$ cat config.mk
export PLATFORM = sky130hd
export DESIGN_NAME = uart_tx_byte_flat
export DESIGN_NICKNAME = d
export VERILOG_FILES = /design/src/rtl/uart_pkg.sv /design/src/rtl/uart_tx_byte_if.sv /design/src/rtl/uart_baud_tick.sv /design/src/rtl/uart_tx_byte.sv /design/src/flat_wrapper.sv
export SDC_FILE = /design/constraint.sdc
export NUM_CORES = 1
export LEC_CHECK = 0
export BUFFER_PORTS_ARGS = -buffer_cell sky130_fd_sc_hd__buf_4
export CAP_MARGIN = 20
export CORE_MARGIN = 3
export CORE_UTILIZATION = 55
export CTS_CLUSTER_SIZE = 24
export DETAILED_ROUTE_END_ITERATION = 8
export GPL_TIMING_DRIVEN = 0
export PLACE_DENSITY = 0.78
export SLEW_MARGIN = 20
export SYNTH_ARGS = -nofsm -noshare
export SYNTH_HDL_FRONTEND = slang
export SYNTH_SLANG_ARGS = --single-unit
$ cat constraint.sdc
create_clock -name clk -period 2.4 [get_ports clk]
set_input_delay 0.12 -clock clk [delete_from_list [all_inputs] [get_ports clk]]
set_output_delay 0.12 -clock clk [all_outputs]
set_load 0.005 [all_outputs]
$ cat src/rtl/uart_pkg.sv
// Shared UART definitions: symbol-sequencer states, parity modes and baud divisor math.
// Used by the transmitter now and the receiver later.
package uart_pkg;

  typedef enum logic [2:0] {
    ST_IDLE,
    ST_START,
    ST_DATA,
    ST_PARITY,
    ST_STOP
  } uart_state_e;

  localparam int PARITY_NONE = 0;
  localparam int PARITY_EVEN = 1;
  localparam int PARITY_ODD  = 2;

  // Rounded divisor so the bit time error stays within half a clock.
  function automatic int calc_clks_per_bit(input int clk_freq, input int baud_rate);
    return (clk_freq + baud_rate / 2) / baud_rate;
  endfunction

endpackage

$ cat src/rtl/uart_tx_byte_if.sv
// Valid/ready byte handshake between a producer (master) and the UART transmitter (slave).
interface uart_tx_byte_if #(
   parameter int DATA_BITS = 8
) ();

   logic [DATA_BITS-1:0] tx_data;
   logic                 tx_valid;
   logic                 tx_ready;

   modport master (
      output tx_data,
      output tx_valid,
      input  tx_ready
   );

   modport slave (
      input  tx_data,
      input  tx_valid,
      output tx_ready
   );

endinterface

$ cat src/rtl/uart_baud_tick.sv
// Bit-time divider: counts 0..CLKS_PER_BIT-1 and pulses tick on the terminal count.
// clr restarts the count so a new frame always begins on a full symbol.
module uart_baud_tick
   import uart_pkg::*;
#(
   parameter int CLK_FREQ  = 50_000_000,
   parameter int BAUD_RATE = 115200
) (
   input  logic clk,
   input  logic rst,
   input  logic clr,
   output logic tick
);

   localparam int CLKS_PER_BIT = calc_clks_per_bit(CLK_FREQ, BAUD_RATE);
   localparam int CW           = $clog2(CLKS_PER_BIT);
   localparam logic [CW-1:0] LAST = CW'(CLKS_PER_BIT - 1);

   logic [CW-1:0] cnt;

   // NOTE: flops take non-blocking assignments so every register samples pre-edge values.
   always_ff @(posedge clk) begin
      if (rst || clr) begin
         cnt <= '0;
      end else if (tick) begin
         cnt <= '0;
      end else begin
         cnt <= cnt + CW'(1);
      end
   end

   assign tick = (cnt == LAST);

endmodule

$ cat src/rtl/uart_tx_byte.sv
// Byte-wide UART transmitter: start bit, DATA_BITS data bits LSB first, optional parity,
// STOP_BITS stop bits. All outputs, including the serial line, come straight from flops.
module uart_tx_byte
   import uart_pkg::*;
#(
   parameter int CLK_FREQ  = 50_000_000,
   parameter int BAUD_RATE = 115200,
   parameter int DATA_BITS = 8,
   parameter int PARITY    = 0,
   parameter int STOP_BITS = 1
) (
   input  logic            clk,
   input  logic            rst,
   uart_tx_byte_if.slave   bus,
   output logic            tx_busy,
   output logic            tx_line
);

   localparam int CLKS_PER_BIT = calc_clks_per_bit(CLK_FREQ, BAUD_RATE);
   localparam logic [2:0] DATA_LAST = 3'(DATA_BITS - 1);
   localparam logic [2:0] STOP_LAST = 3'(STOP_BITS - 1);

   if (CLKS_PER_BIT < 2) begin : g_bad_baud
      $error("uart_tx_byte: CLKS_PER_BIT must be at least 2");
   end
   if (DATA_BITS < 5 || DATA_BITS > 8) begin : g_bad_data_bits
      $error("uart_tx_byte: DATA_BITS must be 5..8");
   end
   if (STOP_BITS < 1 || STOP_BITS > 2) begin : g_bad_stop_bits
      $error("uart_tx_byte: STOP_BITS must be 1 or 2");
   end
   if (PARITY < PARITY_NONE || PARITY > PARITY_ODD) begin : g_bad_parity
      $error("uart_tx_byte: PARITY must be 0, 1 or 2");
   end

   uart_state_e          state, state_n;
   logic [DATA_BITS-1:0] shreg, shreg_n;
   logic [2:0]           bit_cnt, bit_cnt_n;
   logic                 par_bit, par_bit_n;
   logic                 ready_q, ready_n;
   logic                 busy_n, line_n;
   logic                 accept, baud_tick;

   assign accept       = bus.tx_valid && ready_q;
   assign bus.tx_ready = ready_q;

   uart_baud_tick #(
      .CLK_FREQ  (CLK_FREQ),
      .BAUD_RATE (BAUD_RATE)
   ) u_baud (
      .clk  (clk),
      .rst  (rst),
      .clr  (accept),
      .tick (baud_tick)
   );

   // NOTE: every output of this block gets a default first, so no path infers a latch.
   always_comb begin
      state_n   = state;
      shreg_n   = shreg;
      bit_cnt_n = bit_cnt;
      par_bit_n = par_bit;
      ready_n   = ready_q;
      busy_n    = tx_busy;
      line_n    = tx_line;

      case (state)
         ST_IDLE: begin
            ready_n = 1'b1;
            busy_n  = 1'b0;
            line_n  = 1'b1;
            if (accept) begin
               shreg_n   = bus.tx_data;
               par_bit_n = (^bus.tx_data) ^ (PARITY == PARITY_ODD);
               bit_cnt_n = '0;
               state_n   = ST_START;
               line_n    = 1'b0;
               ready_n   = 1'b0;
               busy_n    = 1'b1;
            end
         end
         ST_START: begin
            if (baud_tick) begin
               state_n = ST_DATA;
               line_n  = shreg[0];
               shreg_n = shreg >> 1;
            end
         end
         ST_DATA: begin
            if (baud_tick) begin
               if (bit_cnt == DATA_LAST) begin
                  bit_cnt_n = '0;
                  if (PARITY != PARITY_NONE) begin
                     state_n = ST_PARITY;
                     line_n  = par_bit;
                  end else begin
                     state_n = ST_STOP;
                     line_n  = 1'b1;
                  end
               end else begin
                  bit_cnt_n = bit_cnt + 3'd1;
                  line_n    = shreg[0];
                  shreg_n   = shreg >> 1;
               end
            end
         end
         ST_PARITY: begin
            if (baud_tick) begin
               state_n = ST_STOP;
               line_n  = 1'b1;
            end
         end
         ST_STOP: begin
            if (baud_tick) begin
               if (bit_cnt == STOP_LAST) begin
                  bit_cnt_n = '0;
                  state_n   = ST_IDLE;
                  busy_n    = 1'b0;
                  ready_n   = 1'b1;
               end else begin
                  bit_cnt_n = bit_cnt + 3'd1;
               end
            end
         end
         default: begin
            state_n = ST_IDLE;
            line_n  = 1'b1;
         end
      endcase
   end

   // Reset drops any frame in flight and parks the line at idle.
   always_ff @(posedge clk) begin
      if (rst) begin
         state   <= ST_IDLE;
         shreg   <= '0;
         bit_cnt <= '0;
         par_bit <= 1'b0;
         ready_q <= 1'b0;
         tx_busy <= 1'b0;
         tx_line <= 1'b1;
      end else begin
         state   <= state_n;
         shreg   <= shreg_n;
         bit_cnt <= bit_cnt_n;
         par_bit <= par_bit_n;
         ready_q <= ready_n;
         tx_busy <= busy_n;
         tx_line <= line_n;
      end
   end

endmodule

$ cat src/flat_wrapper.sv
// flat-port wrapper written by rule: the top's interface ports become plain ports
module uart_tx_byte_flat import uart_pkg::*;
#(
   parameter int CLK_FREQ  = 50_000_000,
   parameter int BAUD_RATE = 115200,
   parameter int DATA_BITS = 8,
   parameter int PARITY    = 0,
   parameter int STOP_BITS = 1
)
  (clk, rst, tx_busy, tx_line, bus_tx_data, bus_tx_valid, bus_tx_ready);
  uart_tx_byte_if #(.DATA_BITS(DATA_BITS)) bus_i ();
  input  logic clk;
  input  logic rst;
  output logic tx_busy;
  output logic tx_line;
  input wire logic [$bits(bus_i.tx_data)-1:0] bus_tx_data;
  input wire logic [$bits(bus_i.tx_valid)-1:0] bus_tx_valid;
  output wire logic [$bits(bus_i.tx_ready)-1:0] bus_tx_ready;
  assign bus_i.tx_data = bus_tx_data;
  assign bus_i.tx_valid = bus_tx_valid;
  assign bus_tx_ready = bus_i.tx_ready;
  uart_tx_byte #(.CLK_FREQ(CLK_FREQ), .BAUD_RATE(BAUD_RATE), .DATA_BITS(DATA_BITS), .PARITY(PARITY), .STOP_BITS(STOP_BITS)) u_core (.clk(clk), .rst(rst), .bus(bus_i), .tx_busy(tx_busy), .tx_line(tx_line));
endmodule
== Word level (Yosys, flattened, before mapping) ==
Cells that the tools add are included.

* $add $sub $neg: 2
* Eq/ne operators: 14
* Mux-type cells: 32
* Bitwise operators: 1
* Reduce and logical (&&, ||, !) cells: 13

{| class="wikitable"
|+ Operator list
! kind !! count
|-
| 3-bit two-way mux || 12
|-
| 8-bit two-way mux || 4
|-
| 8-bit one-hot mux with 3 select lines || 1
|-
| 3-bit one-hot mux with 5 select lines || 1
|-
| 2-bit by 1-bit != test with 1-bit output (second input constant) || 6
|-
| 1-bit two-way mux || 10
|-
| 9-bit by 1-bit adder with 9-bit output (second input constant) || 1
|-
| 9-bit == test (second input constant) || 1
|-
| 3-bit one-hot mux with 3 select lines || 1
|-
| 4-bit AND reduction || 2
|-
| 7-bit AND reduction || 1
|-
| 3-bit by 2-bit == test with 1-bit output (second input constant) || 2
|-
| 3-bit == test (second input constant) || 2
|-
| 3-bit zero test || 2
|-
| 3-bit nonzero test || 2
|-
| 1-bit one-hot mux with 5 select lines || 1
|-
| 5-bit AND reduction || 1
|-
| 2-bit != test (second input constant) || 2
|-
| 1-bit one-hot mux with 2 select lines || 2
|-
| 3-bit by 1-bit adder with 3-bit output (second input constant) || 1
|-
| 3-bit by 1-bit == test with 1-bit output (second input constant) || 1
|-
| 3-bit AND reduction || 1
|-
| 2-bit nonzero test || 1
|-
| 2-bit OR reduction || 1
|-
| 3 further kinds || 3
|}

* Flip-flop bits (word level): 26
* Output and inout port bits: 3
* Word-level logic and storage cells: 69

== Longest topological paths before layout ==
* Depth after elaboration: 4
* Gate-level depth with buffers: 7
* Depth with buffers taken out: 6

== Cells and area by module ==
From an unflattened synthesis, not the netlist that was laid out.

* Cells, all modules: 154
* Area total of the unflattened synthesis: 1,436.4 um2

{| class="wikitable"
|+ Modules (own cells, without submodules)
! module !! instances !! cells each !! area an instance (um2)
|-
| uart_tx_byte || 1 || 108 || 1,022.2
|-
| uart_baud_tick || 1 || 46 || 414.1
|}

== Worst setup path after synthesis ==
OpenSTA, ideal clock, no wires.

* Kind: reg2reg
* Start point: reg u_core.bit_cnt[0]
* End point: reg u_core.tx_line
* Library setup time: 0.132 ns
* Arrival time: 1.689 ns
* Setup slack: 0.580 ns
* Cell stages (with the launch flop): 7
* Buffers on the path: 0
* Cell sequence: dfxtp_1 > ha_1 > ha_1 > or2_4 > a221o_1 > a2111oi_0 > o21ai_0

* Cells in the longest elaborated chain, start to end: 4

{| class="wikitable"
|+ Ends and longest elaborated chain
! item !! line !! RTL
|-
| start: declaration || uart_tx_byte.sv:38 || <nowiki>logic [2:0] bit_cnt, bit_cnt_n;</nowiki>
|-
| start signal: assignment || uart_tx_byte.sv:145 || <nowiki>bit_cnt <= bit_cnt_n;</nowiki>
|-
| 3-bit == test || uart_tx_byte.sv:91 || <nowiki>if (bit_cnt == DATA_LAST) begin</nowiki>
|-
| 1-bit two-way mux || uart_tx_byte.sv:91 ||
|-
| 1-bit two-way mux || uart_tx_byte.sv:90 || <nowiki>if (baud_tick) begin</nowiki>
|-
| 1-bit one-hot mux with 5 select lines || uart_tx_byte.sv:67 || <nowiki>case (state)</nowiki>
|-
| end signal: assignment || uart_tx_byte.sv:149 || <nowiki>tx_line <= line_n;</nowiki>
|-
| end: declaration || uart_tx_byte.sv:16 || <nowiki>output logic tx_line</nowiki>
|}

Every way passes these cells. The select of a mux whose other input is x is not followed.
A chain may end at the register's enable or synchronous reset.

== Worst setup path after layout ==
* Start point: reg u_core.bit_cnt[0]
* End point: reg u_core.shreg[5]

* Cells in the longest elaborated chain, start to end: 3

{| class="wikitable"
|+ Ends and longest elaborated chain
! item !! line !! RTL
|-
| 3-bit == test || uart_tx_byte.sv:91 ||
|-
| 2-bit != test (no source line) || -- ||
|-
| 5-bit AND reduction (no source line) || -- ||
|-
| end signal: assignment || uart_tx_byte.sv:144 || <nowiki>shreg <= shreg_n;</nowiki>
|-
| end: declaration || uart_tx_byte.sv:37 || <nowiki>logic [DATA_BITS-1:0] shreg, shreg_n;</nowiki>
|}

Every way passes these cells.

==> reports/qor.yml <==
layout.nets: 183
hpwlAfterDp_microns: 2070
multiInputGateArea_sq_um: 776
period_share_pct: 84.2
grt_overflow: 0
path_class: "register to register"
die_height_microns: 55.9
synth-xor-area-share_pct: 5.12
vias_per_cell: 5.84
ys_ff_latch: 26
post-route-min-period_ps: 2020
syn_inst: 148
ctsResizeCount: 0
grt_max_degree: 14
grt_pass1_vias: 1051
cp.arrival_ps: 2250
worst_setup_path_end_kind: "register"
startpoint_type: "register"
ios: 14
post_dp_cell_area_sq_um: 1500
path_common_cell: "ha_1"
path_clk_slew_ps: 130
yosysSeqAreaShare_pct: 38.1
firstDrtPassIters: 4
critPathSlowestCell: "a221oi_4"
max_freq_ghz: 0.495
drv_slew: 0
skew_ps: 5.58
grt_setup_unrepaired: "false"
ant_nets: 0
status: "completed"
synth-compound-area-share_pct: 18.6
nFillCells: 186
synth_cell_types: 38
synth.largest_area_cell: "dfxtp_1"
fin_tns_setup_ps: 0
clock-sinks: 26
die-area_sq_um: 3120
synth_area_sq_um: 1370
crit_chain: "ha_1, ha_1, or2_4, a221oi_4, buf_6, a21oi_1, a311oi_1"
synth_top_family_by_area: "simple AND/OR/NAND/NOR gates"
wl_per_cell_microns: 14.1
die_x_microns: 55.9
ir_worst_vdd_v: 0.000403
clk-insertion-delay-late_ps: 320
synth-edff-count: 0
synth_top_area_share_pct: 38.1
finalSetupViolCount: 0
required_ps: 2630
synth_most_common_cell: "dfxtp_1"
max_cap_violations: 0
antenna_cells: 0
yosys_warnings: 0
cts_buffer_depth: 2
area_growth_pct: 12.1
antenna_found_initial: 0
synth_fp_nets: 164
place_ws_ps: 409
finalWorstSetupSlack_ps: 380
max_slew.worst_pin.slew_ps: 620
ys_top_cells_by_count: "dfxtp_1 (26), nor2_1 (17), a21oi_1 (11)"
cts_root_buf: "clkbuf_4"
gp_congestion: 0.836
grt_pass1_wl_microns: 4660
postCtsSetupRepairBufs: 0
avgSynthCellArea_sq_um: 9.24
synthAdderAreaFrac_pct: 4.57
hold_path.class: "input pin to register"
drc: 0
rows: 17
total_leakage_power_nw: 0.549
core_area_sq_um: 2280
hold-worst-slack_ps: 148
synth_top_flop_cell: "dfxtp_1"
cts_hold_buf: 1
critical_path.max_stage_delay_ps: 390
drive_gt1_share_pct: 15.8
drtIter0Drc: 25
synth-simple-area-share_pct: 21.1
synthMuxAreaShare_pct: 7.32
seqCellArea_sq_um: 520
vias: 1128
htreeDepth: 1
hold_viol_final: 0
numCtsBuffers: 3
finalPower_mw: 0.797
synth_area_leaders: "dfxtp_1 (38%), mux2i_1 (7.3%), nor2_1 (4.7%), ha_1 (4.6%), a311oi_1 (4.5%)"
wirelength_microns: 2720
portBuffers: 13
cts_tree: "yes"
initial_core_util_pct: 60.1
max_slew_margin_pct: 58.3
design_area_sq_um: 1530
crit_fanout: 10
grt_use_total_pct: 18.6
async_reset_ff_share_pct: 0
powerDensity_nw_per_um2: 520
[power by group]
| part | internal (mW) | switching, mW |
|---|---|---|
| clock | 0.0588 | 0.123 |
| sequential | 0.457 | 0.0193 |
| combinational | 0.0687 | 0.0703 |
[placed cells by master (no fill, tap or decap), types with 3 or more instances in the layout]
| cell type | count |
|---|---|
| a21oi_1 | 11 |
| a311oi_1 | 7 |
| buf_4 | 14 |
| buf_6 | 3 |
| clkbuf_4 | 3 |
| dfxtp_1 | 26 |
| ha_1 | 5 |
| inv_1 | 6 |
| mux2i_1 | 10 |
| nand2_1 | 9 |
| nand3_1 | 9 |
| nor2_1 | 17 |
| nor3_1 | 4 |
| o21ai_0 | 3 |
| or3_1 | 3 |
| xnor2_1 | 7 |
[critical path: cells and delay by family (launching register included)]
| family | cells | cell delay [ps] |
|---|---|---|
| compound gates | 3 | 720 |
| fa+ha+maj | 2 | 420 |
| buf+inv | 1 | 190 |
| flops | 1 | 350 |
| simple gates | 1 | 250 |
[layer usage]
metal  vias to the layer above  part of all wire, %  GRT usage [%]  wire [microns]
met3                         4                  1.8           2.32              48
li1                        576                    -              -               -
met4                         0                  1.5           7.46              40
met2                        12                   49           31.8            1320
met5                         -                    0              0               0
met1                       536                   48           23.6            1310
[state kept, by name, summed over array words and instances (netlist names)]
signal and cells:
u_core.bit_cnt 3, u_core.bus.tx_ready 1, u_core.shreg 8, u_core.state 3, u_core.tx_busy 1, u_core.tx_line 1, u_core.u_baud.cnt 9
[cell type report]
| type | instances | share of cell area [%] |
|---|---|---|
| inverters | 7 | 1.71 |
| clock buffers | 3 | 1.47 |
| repair buffers | 14 | 7.02 |
| plain buffers | 5 | 2.94 |
| flip-flops and latches | 26 | 34.0 |
| multi-input cells | 110 | 50.6 |
| well taps | 28 | 2.29 |
[stage by stage]
step	std cells	util (%)
after floorplan	148	-
after global placement	189	65.9
after detailed placement	189	65.9
after CTS	193	67.3
after global routing	193	67.3
final	193	67.3
[final timing paths]
kind                                   to  slack, ps                      startpoint  cells after the start
max          u_core.shreg[5]$_SDFFE_PP0P_        380  u_core.bit_cnt[0]$_SDFFE_PP0P_                      7
min          u_core.shreg[3]$_SDFFE_PP0P_        150                  bus_tx_data[3]                      3
max reg2reg  u_core.shreg[5]$_SDFFE_PP0P_        380  u_core.bit_cnt[0]$_SDFFE_PP0P_                      7
min reg2reg   u_core.tx_busy$_SDFFE_PP0P_        490     u_core.tx_busy$_SDFFE_PP0P_                      2
[kinds of logic (layout without fill, tap and decap cells)]
kind of cell | count (synthesis) | in the layout
and+or+nand+nor | 53 | 53
AOI/OAI and AO/OA | 34 | 34
DFF | 26 | 26
buffers and inverters | 12 | 29
muxes | 10 | 10
xor gates and xnor gates | 8 | 8
adders and majority gates | 5 | 5
(Power assumes the default switching activity.)
